File: src/rtl/mem_port_arbiter.sv
// mem_port_arbiter
//
// Shares one memory port between two requesters. Port 0 is the loader/DMA
// side, port 1 is the CPU data bus. Only one memory access is in flight at a
// time: the winner's address, data and direction are latched in IDLE, a
// single-cycle read or write strobe is issued, and the arbiter then waits for
// the memory to report ready again. A watchdog aborts accesses that hang in
// WAIT and reports them with an error flag alongside the done pulse.
//
// Optional build macro:
//   ARB_ROUND_ROBIN_EN  - defined: round-robin between the two ports.
//                         undefined: fixed priority, port 0 over port 1.
//
// Parameters:
//   TIMEOUT  max cycles in WAIT before the access is aborted (0 = no watchdog)
//   TO_W     watchdog counter width, 2**TO_W must exceed TIMEOUT
//
// Ports:
//   clk, rst                 clock, asynchronous active-high reset
//   m0_a/m0_d/m0_we/m0_rd    port 0 request (level, held until m0_done)
//   m0_spo/m0_done/m0_err    port 0 read data, completion pulse, timeout flag
//   m1_*                     same for port 1 (CPU)
//   a_mem/d_mem              memory address / write data (held between accesses)
//   we_mem/rd_mem            one-cycle memory write / read strobes
//   spo_mem/ready_mem        memory read data / memory idle-or-finished
//   busy                     a transaction is in progress
//   grant                    owner of the current or last transaction

module mem_port_arbiter #(
  parameter int TIMEOUT = 4096,
  parameter int TO_W    = 13
) (
  input  logic        clk,
  input  logic        rst,
  input  logic [31:0] m0_a,
  input  logic [31:0] m0_d,
  input  logic        m0_we,
  input  logic        m0_rd,
  output logic [31:0] m0_spo,
  output logic        m0_done,
  output logic        m0_err,
  input  logic [31:0] m1_a,
  input  logic [31:0] m1_d,
  input  logic        m1_we,
  input  logic        m1_rd,
  output logic [31:0] m1_spo,
  output logic        m1_done,
  output logic        m1_err,
  output logic [31:0] a_mem,
  output logic [31:0] d_mem,
  output logic        we_mem,
  output logic        rd_mem,
  input  logic [31:0] spo_mem,
  input  logic        ready_mem,
  output logic        busy,
  output logic        grant
);

  typedef enum logic [1:0] {
    S_IDLE  = 2'd0,
    S_ISSUE = 2'd1,
    S_WAIT  = 2'd2,
    S_DONE  = 2'd3
  } state_t;

  // Watchdog fires on the TIMEOUT-th WAIT cycle, i.e. when the count that was
  // cleared in ISSUE has reached TIMEOUT-1.
  localparam bit            TO_EN   = (TIMEOUT != 0);
  localparam logic [TO_W-1:0] TO_LAST = TO_W'((TIMEOUT == 0) ? 0 : TIMEOUT - 1);

  state_t          state_r;
  state_t          state_next_s;
  logic            dir_r;          // 1 = write, 0 = read
  logic            first_wait_r;   // high during the first WAIT cycle
  logic [TO_W-1:0] wd_cnt_r;

  logic            req0_s;
  logic            req1_s;
  logic            win_s;          // winning port in IDLE
  logic            win_we_s;       // winner's direction (we wins over rd)
  logic            load_s;         // latch winner and issue strobe
  logic            finish_s;       // access ends this cycle
  logic            fin_err_s;      // ...because the watchdog expired

`ifdef ARB_ROUND_ROBIN_EN
  logic            last_grant_r;
`endif

  assign req0_s   = m0_we | m0_rd;
  assign req1_s   = m1_we | m1_rd;
  assign win_we_s = win_s ? m1_we : m0_we;

  // Arbitration: choose which pending port wins in IDLE.
  always_comb begin
    win_s = 1'b0;
`ifdef ARB_ROUND_ROBIN_EN
    if (req0_s && req1_s) begin
      win_s = ~last_grant_r;
    end else begin
      win_s = ~req0_s;
    end
`else
    if (req0_s) begin
      win_s = 1'b0;
    end else begin
      win_s = 1'b1;
    end
`endif
  end

  // Next-state logic and per-cycle control strobes of the transaction FSM.
  always_comb begin
    state_next_s = state_r;
    load_s       = 1'b0;
    finish_s     = 1'b0;
    fin_err_s    = 1'b0;
    case (state_r)
      S_IDLE: begin
        if (ready_mem && (req0_s || req1_s)) begin
          load_s       = 1'b1;
          state_next_s = S_ISSUE;
        end else begin
          state_next_s = S_IDLE;
        end
      end
      S_ISSUE: begin
        state_next_s = S_WAIT;
      end
      S_WAIT: begin
        // The first WAIT cycle gives the memory time to drop ready.
        if (ready_mem && !first_wait_r) begin
          finish_s     = 1'b1;
          state_next_s = S_DONE;
        end else if (TO_EN && (wd_cnt_r == TO_LAST)) begin
          finish_s     = 1'b1;
          fin_err_s    = 1'b1;
          state_next_s = S_DONE;
        end else begin
          state_next_s = S_WAIT;
        end
      end
      S_DONE: begin
        state_next_s = S_IDLE;
      end
      default: begin
        state_next_s = S_IDLE;
      end
    endcase
  end

  // State register plus busy flag derived from the next state.
  always_ff @(posedge clk or posedge rst) begin
    if (rst) begin
      state_r <= S_IDLE;
      busy    <= 1'b0;
    end else begin
      state_r <= state_next_s;
      busy    <= (state_next_s != S_IDLE);
    end
  end

  // Latch winner's request and drive the single-cycle memory strobes.
  always_ff @(posedge clk or posedge rst) begin
    if (rst) begin
      a_mem  <= 32'd0;
      d_mem  <= 32'd0;
      dir_r  <= 1'b0;
      grant  <= 1'b0;
      we_mem <= 1'b0;
      rd_mem <= 1'b0;
    end else if (load_s) begin
      a_mem  <= win_s ? m1_a : m0_a;
      d_mem  <= win_s ? m1_d : m0_d;
      dir_r  <= win_we_s;
      grant  <= win_s;
      we_mem <= win_we_s;
      rd_mem <= ~win_we_s;
    end else begin
      we_mem <= 1'b0;
      rd_mem <= 1'b0;
    end
  end

`ifdef ARB_ROUND_ROBIN_EN
  // Remember the last winner so a tie goes to the other port next time.
  always_ff @(posedge clk or posedge rst) begin
    if (rst) begin
      last_grant_r <= 1'b0;
    end else if (load_s) begin
      last_grant_r <= win_s;
    end else begin
      last_grant_r <= last_grant_r;
    end
  end
`endif

  // Watchdog counter and first-WAIT-cycle marker.
  always_ff @(posedge clk or posedge rst) begin
    if (rst) begin
      wd_cnt_r     <= {TO_W{1'b0}};
      first_wait_r <= 1'b0;
    end else begin
      first_wait_r <= (state_r == S_ISSUE);
      if (state_r == S_ISSUE) begin
        wd_cnt_r <= {TO_W{1'b0}};
      end else if (state_r == S_WAIT) begin
        wd_cnt_r <= wd_cnt_r + TO_W'(1);
      end else begin
        wd_cnt_r <= wd_cnt_r;
      end
    end
  end

  // Completion: done/err pulses to the granted port, read data capture.
  always_ff @(posedge clk or posedge rst) begin
    if (rst) begin
      m0_done <= 1'b0;
      m1_done <= 1'b0;
      m0_err  <= 1'b0;
      m1_err  <= 1'b0;
      m0_spo  <= 32'd0;
      m1_spo  <= 32'd0;
    end else begin
      m0_done <= finish_s & ~grant;
      m1_done <= finish_s & grant;
      m0_err  <= fin_err_s & ~grant;
      m1_err  <= fin_err_s & grant;
      // Read data is only taken on a successful read; writes and timeouts
      // leave the requester's last read value in place.
      if (finish_s && !fin_err_s && !dir_r) begin
        if (grant) begin
          m1_spo <= spo_mem;
        end else begin
          m0_spo <= spo_mem;
        end
      end else begin
        m0_spo <= m0_spo;
        m1_spo <= m1_spo;
      end
    end
  end

endmodule
File: config.mk
export PLATFORM = sky130hd
export DESIGN_NAME = mem_port_arbiter
export DESIGN_NICKNAME = d
export VERILOG_FILES = /design/src/rtl/mem_port_arbiter.sv
export SDC_FILE = /design/constraint.sdc
export NUM_CORES = 1
export LEC_CHECK = 0
export BUFFER_PORTS_ARGS = -buffer_cell sky130_fd_sc_hd__buf_4
export CORE_ASPECT_RATIO = 1.4
export CORE_MARGIN = 2
export CORE_UTILIZATION = 40
export CTS_BUF_LIST = sky130_fd_sc_hd__clkbuf_8
export DETAILED_ROUTE_END_ITERATION = 10
export PLACE_DENSITY = 0.7
export SLEW_MARGIN = 20
export SYNTH_ARGS = -nofsm -noshare
export SYNTH_HDL_FRONTEND = slang
export SYNTH_SLANG_ARGS = --single-unit
File: constraint.sdc
create_clock -name clk -period 12.4 [get_ports clk]
set_clock_uncertainty 0.05 [all_clocks]
set_input_delay 2.48 -clock clk [delete_from_list [all_inputs] [get_ports clk]]
set_output_delay 2.48 -clock clk [all_outputs]
set_load 0.005 [all_outputs]
Word-level counts from Yosys, hierarchy flattened
Cells that the tools add are included.
Word-level totals
  register bits: 153
  latch bits: 0
  RAM bits: 0
  bits in read-only memories: 0
  input port bits: 167
  output and inout port bits: 136
  word-level logic and storage cells: 61
  memories: 0
Cells by class
  add/subtract/negate cells: 1
  $mul: 0
  divide/modulo/power cells: 0
  $lt $le $gt $ge: 0
  equal/unequal tests: 4
  shift-type cells: 0
  muxes and demuxes: 19
  bitwise operators: 8
  reduce and logical (&&, ||, !) cells: 13
Operator list (count)
  32-bit 2-to-1 mux: 2
  13-bit 2-to-1 mux: 2
  1-bit 2-to-1 mux: 14
  13-bit by 1-bit adder with 13-bit output (second input constant): 1
  13-bit by 12-bit == test with 1-bit output (second input constant): 1
  2-bit case mux with 4 select lines: 1
  1-bit bitwise AND: 4
  2-bit == test (second input constant): 2
  1-bit logical AND: 4
  2-bit AND reduction: 2
  2-bit nonzero test: 2
  1-bit zero test: 3
  2-bit by 1-bit == test with 1-bit output (second input constant): 1
  2-bit zero test: 1
  1-bit NOT: 2
  1-bit OR: 2
  1-bit logical OR: 1

Logic depth before layout (Yosys ltp)
Gate-level depths: netlist (run 1).
  depth in word-level cells: 8
  mapped depth: 7
  gate-level depth less buffers: 5

Least setup slack after synthesis (run 1)
Ideal clock, no wire load.
  path type: input port to flip-flop
  start point: input m0_rd
  end point: register d_mem[10]
  arrival: 3600 ps
  required time: 12273 ps
  setup slack: 8673 ps
  stages on the path: 6
  path buffers: 3
  path through: o41a_1 -> and2_1 -> buf_2 -> buf_6 -> buf_6 -> a21oi_1
On the way
  word-level cells in the longest chain between the ends: 5
  elaborated cells between the ends (all ways): 6
  classes of those cells: mux (3); bitwise (1); reduce/logical (2)
RTL lines
  from (decl): RTL line 38  | input logic m0_rd,
  1-bit OR (*): RTL line 89  | assign req0_s = m0_we | m0_rd;
  1-bit logical OR: RTL line 119  | if (ready_mem && (req0_s || req1_s)) begin
  1-bit logical AND: RTL line 119
  1-bit 2-to-1 mux: RTL line 119
  1-bit 2-to-1 mux: RTL line 117  | case (state_r)
  to (signal assigned): RTL line 173  | d_mem <= win_s ? m1_d : m0_d;
  to (decl): RTL line 50  | output logic [31:0] d_mem,
Every way passes the cells marked *; elsewhere a longest branch is shown, timed or not.
A chain may end at the register's enable or synchronous reset.

Final worst setup path (run 1)
  start point: input ready_mem
  end point: register a_mem[18]
On the way
  word-level cells in the longest chain between the ends: 3
RTL lines
  from (decl): RTL line 54  | input logic ready_mem,
  1-bit logical AND: RTL line 119
  1-bit 2-to-1 mux: RTL line 119
  1-bit 2-to-1 mux: RTL line 117
  to (signal assigned): RTL line 172  | a_mem <= win_s ? m1_a : m0_a;
  to (decl): RTL line 49  | output logic [31:0] a_mem,
No other way between the ends.

==> results of run 1 <==
where the power goes:
group	leakage, nW	total [mW]	internal [mW]	switching, mW
Clock	0.181	0.347	0.149	0.197
Sequential	1.82	0.861	0.725	0.136
Combinational	2.42	0.841	0.474	0.367
Total	4.42	2.05	1.35	0.701
registers in the layout (all words and copies together), names as in the netlist:
name and flops:
d_mem 32, a_mem 32, m0_spo 32, first_wait_r 1, we_mem 1, m0_err 1, m0_done 1, rd_mem 1
wd_cnt_r 13, dir_r 1, m1_done 1, m1_err 1, m1_spo 32, grant 1, state_r 2, busy 1
layout make-up:
cell class | count | share of cell area
clock buffers | 18 | 0.02634
clock inverters | 14 | 0.01197
well taps | 199 | 0.02647
inverters | 9 | 0.004123
flip-flops and latches | 153 | 0.4070
multi-input cells | 339 | 0.2775
repair buffers | 309 | 0.2466
kinds of logic (layout without fill, tap and decap cells):
kind of cell             after synthesis  count (layout)  synth area share
AO/OA/AOI/OAI                        155             155            0.1305
flip-flops                           153             153            0.5763
multiplexers                         133             133            0.2126
buffers and inverters                 47             350           0.03352
AND/OR/NAND/NOR                       45              45           0.03634
adder cells (fa/ha/maj)                5               5          0.009416
XOR/XNOR                               1               1          0.001319
worst max-delay path by stage:
stage	start	end	slack [ns]	cells past startpoint
after CTS	ready_mem	a_mem[7]	8.24	6
after global routing	ready_mem	a_mem[18]	8.10	6
final	ready_mem	a_mem[18]	8.17	6
after floorplan	rst	a_mem[0]	5.75	1
after global placement	ready_mem	a_mem[27]	7.87	6
after detailed placement	ready_mem	d_mem[27]	7.78	6
cells in the mapped netlist (2+ instances only):
master,instances,area share
o31ai_1,2,0.0023
mux2_1,3,0.0051
a21oi_1,123,0.093
o311ai_0,2,0.0026
ha_1,5,0.0094
a21oi_2,16,0.021
nor2_1,4,0.0023
nand2b_1,6,0.0057
buf_6,4,0.0068
nand3_1,3,0.0023
nand4_1,4,0.0038
nor3_1,4,0.0030
nor2b_1,3,0.0028
or3_1,4,0.0038
or4_1,3,0.0034
nor4_1,2,0.0019
mux2_2,62,0.11
inv_1,9,0.0051
o21ai_0,7,0.0053
buf_2,13,0.0098
mux2i_1,68,0.10
nand2_1,10,0.0057
clkbuf_1,21,0.012
dfrtp_1,153,0.58
and2_1,2,0.0019
worst register-to-register path: cells and delay by family (launching register included):
family                   cells  cell delay [ns]
buffers and inverters        3             1.23
flip-flops                   1             0.39
AND/OR/NAND/NOR              1             0.32
AO/OA/AOI/OAI                1             0.23
adder cells (fa/ha/maj)      1             0.17
per-layer routing:
layer,wire [µm],part of all wire,global-route usage,vias up
met5,0,0,0,-
met3,1531,0.087,0.04996,18
met1,6487,0.37,0.2264,2555
met4,226,0.013,0.05110,0
li1,-,-,-,2523
met2,9381,0.53,0.3597,248
through the flow:
step | setup slack, ns | total power [mW] | instance area [µm²]
2_1_floorplan | 5.749 | 1.235 | 6644
3_3_place_gp | 7.868 | 1.687 | 9046
3_5_place_dp | 7.777 | 1.723 | 9046
4_1_cts | 8.238 | 2.080 | 9407
5_1_grt | 8.097 | 2.203 | 9407
6_report | 8.166 | 2.049 | 9407
==> metrics, run 1 <==
status finished, violations left; failing checks design-rule violations; P per Cell Area 217.8 nW/µm²; critical path class in2reg; Seq cells post-synth between 150 and 200; Final TNS setup 0 ns; Detailed Route WL 17,630 µm; width of the die between 100 and 150 µm; HPWL after DPL ~13,000 µm; Peak VDD IR between 0.00008 and 0.00009 V; DRT Pass-1 Iters 7; CTS max path bufs 2; clock-pin slew on the worst setup and hold paths ~0.090 ns; Leakage 4.417 nW; Worst setup SP type input pin; Reg-to-Reg End a_mem[18]; reg2reg setup slack between 9 and 10 ns; die area about 18,000 µm²; Post-CTS Setup Inserts 0; wire length per cell approximately 17 µm; io pins between 300 and 400; initial core utilization 0.4091; Overall Global Routing Usage 0.1958; worst hold stages 1; hold_sp m1_spo[24]; Post-Syn Area approximately 6600 µm²; Worst Hold Class reg2reg; MaxCap Viol Count 0; CP arrival ~4.5 ns; Worst R2R Path Depth 6; filler instances roughly 1,400; Fmax achieved around 240 MHz; Slowest-stage cell, CP buf_4; row cnt between 50 and 60; Ys Warns 0; final net count roughly 1,000; most frequent cells in the layout buf_4 (309), dfrtp_1 (153), a21oi_1 (123); Slew Limit Headroom 0.3135; Required @ worst endpoint approximately 13 ns; total number of vias approximately 5,300; # setup viols final 0; Non-Filler Instances around 1,000; # H-tree levels 4; crit path max fanout 68; register area between 3000 and 4000 µm²; P&R area growth vs syn 41.58%; n_diodes 0; reg2reg start state_r[0]; Die H approximately 160 µm; Synth Area per Inst 12.33 µm²; Seq/Total Area, Yosys 0.5763; first-pass GRT wire length approximately 27,000 µm; Final Hold Fails 0; CP endpoint kind register; initial drt markers between 200 and 300; via/cell ratio around 5.1; Least-Margin Pin Slew slightly above 1 ns; CP delay by family, top buffers and inverters; Period Utilization, post-route 0.3414; cell count after synthesis about 540; slowest stage delay, CP between 0.5 and 0.6 ns; Primary FF master, synth dfrtp_1; Post-Syn Nets between 700 and 800; core footprint ~16,000 µm²; ys async rst share 1.000; worst path cell trace buf_4 > o41a_2 > buf_4 > and2_2 > buf_4 > a21oi_1; Distinct cells, synth 31; Hold EP m1_spo[24]; CP bufs+invs 3; Max Slew Vio Count 0; largest net degree at the start of global routing 79; post-cts resize count 0; placer's final routability congestion estimate ~0.75; residual DRC count 22; final core utilization 0.5792; Hold WS ~0.46 ns; initial antenna violation count 0; clock sink total ~150; share of cells above drive strength 1 0.5048; TritonCTS clock tree built; minimum clock period 4.234 ns; vias in the first global route 5,470; Hold-fix buffers, CTS 0; EDFF count, synth 0; # port buffers just over 300; number of CTS-inserted buffers 17; clk_lat worst skew about 0.42 ns; most common cell after layout, fill and taps aside buf_4; RSZ-0062 raised after global routing false; ANT nets after route 0; placed cells around 1,000; total gr overflow 0; Root Buffer clkbuf_8; multi-input logic area between 2000 and 3000 µm²; cell mode on critical path buf_4
Note: power is estimated with default switching activity, not from simulation.
==> run 2, diff against run 1 <==
--- a/config.mk
+++ b/config.mk
@@ -5,13 +5,14 @@
 export SDC_FILE = /design/constraint.sdc
 export NUM_CORES = 1
 export LEC_CHECK = 0
+export ABC_AREA = 1
 export BUFFER_PORTS_ARGS = -buffer_cell sky130_fd_sc_hd__buf_4
 export CORE_ASPECT_RATIO = 1.4
 export CORE_MARGIN = 2
 export CORE_UTILIZATION = 40
 export CTS_BUF_LIST = sky130_fd_sc_hd__clkbuf_8
 export DETAILED_ROUTE_END_ITERATION = 10
-export PLACE_DENSITY = 0.7
+export PLACE_DENSITY = 0.73
 export SLEW_MARGIN = 20
 export SYNTH_ARGS = -nofsm -noshare
 export SYNTH_HDL_FRONTEND = slang
==> constraint.sdc (replaced) <==
create_clock -name clk -period 3.6 [get_ports clk]
set_clock_uncertainty 0.05 [all_clocks]
set_input_delay 0.72 -clock clk [delete_from_list [all_inputs] [get_ports clk]]
set_output_delay 0.72 -clock clk [all_outputs]
set_load 0.005 [all_outputs]
==> run 2 against run 1 <==
  * Non-clock buffer count fell by 3
  * Sequential cell count did not move
  * Critical path depth rose by 2
  * The run now ends clean
  * Synthesized area fell by 0.49%
  * Worst setup slack got worse by 6.5 ns
  * Clock power rose to 3.5 times the previous value
  * Final cell count rose by 13%
  * Sequential power rose to 3.3 times the previous value
  * Sequential share of layout area rose by 0.26 points
  * Global-route usage fell by 0.31 points
  * First-iteration DRC count rose by 22%
==> metrics, run 2 <==
most common cell after layout, fill and taps aside buf_4; CP endpoint kind register; HPWL after DPL 12,540 µm (-3.6%); reg2reg setup slack 1.62 ns (-8.23 ns); total number of vias 5,510 (+3.1%); TritonCTS clock tree built; post-cts resize count 0 (unchanged); Required @ worst endpoint 3.91 ns (-8.71 ns); clk_lat worst skew 0.43 ns (about the same); CP arrival 2.29 ns (-2.17 ns); Hold-fix buffers, CTS 0 (unchanged); area leader, netlist dfrtp_1; Root Buffer clkbuf_8; die area 17,590 µm² (-0.47%); clock sink total 153 (unchanged); residual DRC count 0 (-100%); status finished clean; final core utilization 0.5780 (-0.001249); # H-tree levels 4 (unchanged); cell count after synthesis 672 (+25%); number of CTS-inserted buffers 17 (unchanged); CTS max path bufs 2 (unchanged); core footprint 16,170 µm² (-0.42%); ANT nets after route 0 (unchanged); Detailed Route WL 16,910 µm (-4.0%); Post-Syn Nets 844 (+19%); Slew Limit Headroom 0.4609 (+0.1474); # setup viols final 0 (unchanged); largest net degree at the start of global routing 154 (+95%); final net count 1,135 (+13%); vias in the first global route 5,465 (-0.091%); Primary FF master, synth dfrtp_1; Least-Margin Pin Slew 0.8086 ns (-0.2212 ns); P per Cell Area 708.7 nW/µm² (+230%); width of the die 112.7 µm (-0.23%); clock-pin slew on the worst setup and hold paths 0.09 ns (about the same); n_diodes 0 (unchanged); critical path class reg2reg; Ys Warns 0 (unchanged); top cell type's share of synthesized area 0.5791 (+0.002836); synth top area cells dfrtp_1 (58%), mux2i_1 (9.7%), nand2_1 (9.2%); Peak VDD IR 0.0003396 V (+300%); most frequent cells in the layout buf_4 (303), nand2_1 (162), dfrtp_1 (153); P&R area growth vs syn 41.37%; placed cells 1,143 (+13%); initial drt markers 337 (+22%); Worst Hold Class reg2reg; placer's final routability congestion estimate 0.8560 (+14%); Die H 156.1 µm (-0.24%); Post-CTS Setup Inserts 0 (unchanged); minimum clock period ~2.0 ns; MaxCap Viol Count 0 (unchanged); share of cells above drive strength 1 0.3637 (-0.1410); initial antenna violation count 0 (unchanged); Fmax achieved 505.2 MHz; first-pass GRT wire length 26,940 µm (-1.8%); total gr overflow 0 (unchanged); Period Utilization, post-route 0.5498; most numerous cell in the Yosys netlist nand2_1; Max Slew Vio Count 0 (unchanged); Leakage 4.902 nW (+11%); Seq/Total Area, Yosys 0.5791 (+0.002836); ys async rst share 1.000 (unchanged); Distinct cells, synth 24 (-23%); Post-Syn Area 6611 µm² (-0.49%); io pins 303 (unchanged); Final Hold Fails 0 (unchanged); EDFF count, synth 0 (unchanged); Worst setup SP type register; Synth top cells by count nand2_1 (162), dfrtp_1 (153), o21ai_0 (67), mux2i_1 (64); Seq cells post-synth 153 (unchanged); Final TNS setup 0 ns (unchanged); row cnt 55 (unchanged); initial core utilization 0.4088 (about the same); RSZ-0062 raised after global routing false; Non-Filler Instances 1,175 (+13%); # port buffers 302 (unchanged); via/cell ratio 4.689 (-8.7%); Synth Area per Inst 9.838 µm² (-20%); crit path max fanout 10 (-85%); DRT Pass-1 Iters 5 (-2); wire length per cell 14.39 µm (-15%); Overall Global Routing Usage 0.1927 (-0.003062)
[run 2: path summary, 6_finish.rpt]
check	startpoint	end	cells after the start
setup / recovery	state_r[0]	wd_cnt_r[10]	8
hold / removal	d_mem[19]	d_mem[19]	2
setup reg to reg	state_r[0]	wd_cnt_r[10]	8
hold reg to reg	d_mem[19]	d_mem[19]	2
max in group asynchronous	rst	d_mem[4]	3
min in group asynchronous	rst	m1_spo[9]	3
[run 2: routing by layer]
layer,global-route usage,wire length (µm),vias up
li1,-,-,2790
met1,0.2285,6697,2470
met2,0.3353,8558,229
met3,0.05633,1323,21
met4,0.06272,334,0
met5,0,0,-
[run 2: cells by family after synthesis]
logic type / after synthesis / share of synthesized area
and+or+nand+nor: 218 / 0.1325
AOI/OAI and AO/OA: 144 / 0.1166
buffers and inverters: 88 / 0.06548
muxes: 64 / 0.09690
adders and majority gates: 5 / 0.009463
DFF: 153 / 0.5791
[run 2: power by group]
part	internal (mW)	switching (mW)	total, mW	leakage (nW)
registers	2.44	0.426	2.87	1.94
clock network	0.513	0.687	1.20	0.182
logic	1.36	1.20	2.56	2.79
[run 2: area by class of cell]
cell class	count	area, µm²
Clock inverter	14	115.1
Tap cell	199	249.0
Timing Repair Buffer	306	2335
Fill cell	1402	6825
Sequential cell	153	3829
Inverter	54	206.4
Multi-Input combinational cell	431	2365
Clock buffer	18	247.7
[run 2: per-stage QoR]
stage	total power, mW	area (µm²)	setup slack (ns)	hold slack (ns)
2_1_floorplan	3.988	6615	0.8991	0.4260
3_3_place_gp	5.410	8979	1.215	0.4151
3_5_place_dp	5.499	8979	1.092	0.4215
4_1_cts	6.720	9341	1.352	0.4442
5_1_grt	7.160	9346	1.406	0.4606
6_report	6.624	9346	1.621	0.4386
[run 2: worst max-delay path: stages, from the launching register on]
cell	delay [ns]
dfrtp_1	0.37
inv_1	0.08
ha_1	0.50
inv_1	0.24
nor2_1	0.31
nand4_1	0.16
nand2_1	0.09
nand2_1	0.04
nor2_1	0.08
==> run 3, diff against run 2 <==
==> constraint.sdc (replaced) <==
create_clock -name clk -period 1.8 [get_ports clk]
set_clock_uncertainty 0.05 [all_clocks]
set_input_delay 0.36 -clock clk [delete_from_list [all_inputs] [get_ports clk]]
set_output_delay 0.36 -clock clk [all_outputs]
set_load 0.005 [all_outputs]
==> run 3 against run 2 <==
  * Combinational power increased by 110%
  * Non-clock buffer count grew 14
  * Die area unchanged
  * Highest routed layer unchanged
==> metrics, run 3 (synthesis gave the netlist of run 2 again) <==
clock sink total 153 (unchanged); placer's final routability congestion estimate 0.8269 (-3.4%); Final TNS setup 0 ns (unchanged); setup slack after placement 0.1283 ns (-0.9634 ns); DRT Pass-1 Iters 4 (-1); clock-pin slew on the worst setup and hold paths 0.09 ns (about the same); filler instances 1,500 (+7.0%); placed cells 1,157 (+1.2%); Detailed Route WL 17,420 µm (+3.0%); io pins 303 (unchanged); P&R area growth vs syn 43.83%; # setup viols final 0 (unchanged); P per Cell Area 1422 nW/µm² (+100%); Worst Hold Class in2async; core footprint 16,170 µm² (unchanged); wire length per cell 14.65 µm (+1.8%); TritonCTS clock tree built; Max Slew Vio Count 0 (unchanged); row cnt 55 (unchanged); Fmax achieved 614.4 MHz (+22%); most frequent cells in the layout buf_4 (314), nand2_1 (162), dfrtp_1 (153); reg2reg start state_r[0]; initial drt markers 312 (-7.4%); minimum clock period 1.628 ns (-0.3516 ns); CTS max path bufs 2 (unchanged); Overall Power 13.52 mW (+100%); Overall Global Routing Usage 0.1982 (+0.005506); Die H 156.1 µm (unchanged); Required @ worst endpoint 2.06 ns (-1.85 ns); first-pass GRT wire length 27,530 µm (+2.2%); number of CTS-inserted buffers 17 (unchanged); HPWL after DPL 13,360 µm (+6.6%); CP arrival 1.88 ns (-0.41 ns); residual DRC count 0 (unchanged); total gr overflow 0 (unchanged); placed inst area 9121 µm² (+1.6%); width of the die 112.7 µm (unchanged); Final Cell Area 9509 µm² (+1.7%); total number of vias 5,596 (+1.6%); Least-Margin Pin Slew 0.4487 ns (-0.3600 ns); Peak VDD IR 0.0006947 V (+100%); Crit. Startpoint state_r[0]; via/cell ratio 4.706 (+0.36%); Leakage 4.984 nW (+1.7%); critical path class reg2reg; # H-tree levels 4 (unchanged); crit path max fanout 64 (+54); Non-Filler Instances 1,189 (+1.2%); ANT nets after route 0 (unchanged); largest net degree at the start of global routing 84 (-45%); Post-CTS Setup Inserts 0 (unchanged); MaxCap Viol Count 0 (unchanged); setup ws final 0.1724 ns (-1.448 ns); Final Hold Fails 0 (unchanged); final net count 1,149 (+1.2%); multi-input logic area 2367 µm² (+0.11%); register area 3829 µm² (unchanged); status finished clean; Root Buffer clkbuf_8; die area 17,590 µm² (unchanged); # port buffers 302 (unchanged); Period Utilization, post-route 0.9042 (+0.3545); initial core utilization 0.4088 (unchanged); share of cells above drive strength 1 0.3747 (+0.01102); RSZ-0062 raised after global routing false; n_diodes 0 (unchanged); Slew Limit Headroom 0.7009 (+0.2400); Worst setup SP type register; CP endpoint kind register; most common cell after layout, fill and taps aside buf_4; initial antenna violation count 0 (unchanged); vias in the first global route 5,544 (+1.4%); clk_lat worst skew 0.43 ns (about the same)
-- run 3: stage by stage --
stage,hold WS (ns),util
3_5_place_dp,0.4197,0.5640
5_1_grt,0.005886,0.5880
3_3_place_gp,0.4146,0.5640
4_1_cts,0.005164,0.5875
6_report,0.009747,0.5880
2_1_floorplan,0.4260,-
-- run 3: power by group --
group          internal, mW  switching, mW  total [mW]
sequential             4.88          0.842        5.72
combinational          2.85           2.47        5.32
clock                  1.10           1.37        2.48
-- run 3: critical path: stages, from the launching register on --
cell	delay, ns
dfrtp_1	0.38
inv_1	0.10
ha_1	0.20
inv_1	0.09
nor3_4	0.20
nand2_2	0.09
buf_12	0.19
nand2_1	0.12
o21ai_2	0.05
-- run 3: layout make-up --
class	count	area share
inverters	54	0.02171
well taps	199	0.02618
clock inverters	12	0.01105
flip-flops and latches	153	0.4026
multi-input cells	431	0.2489
clock buffers	20	0.02895
repair buffers	320	0.2605
-- run 3: path summary, 6_finish.rpt --
kind                                   end  slack [ns]  cells after the start
worst max-delay path            m1_spo[18]        0.17                      8
worst min-delay path            m0_spo[15]        0.01                      3
worst max register to register  m1_spo[18]        0.17                      8
worst min register to register  m1_spo[27]        0.44                      2
max in group asynchronous         a_mem[6]        1.30                      3
min in group clk                 m0_spo[7]        0.14                      3
-- run 3: timing repair --
item	in CTS	in global routing
gates resized for setup	0	2
hold buffers	0	0
endpoints found under the setup margin	0	1
-- run 3: routing by layer --
layer	part of all wire	vias to the layer above	track usage
met5	0	-	0
met4	0.026	0	0.07549
met3	0.075	26	0.04973
met2	0.52	240	0.3539
met1	0.38	2528	0.2276
li1	-	2802	-
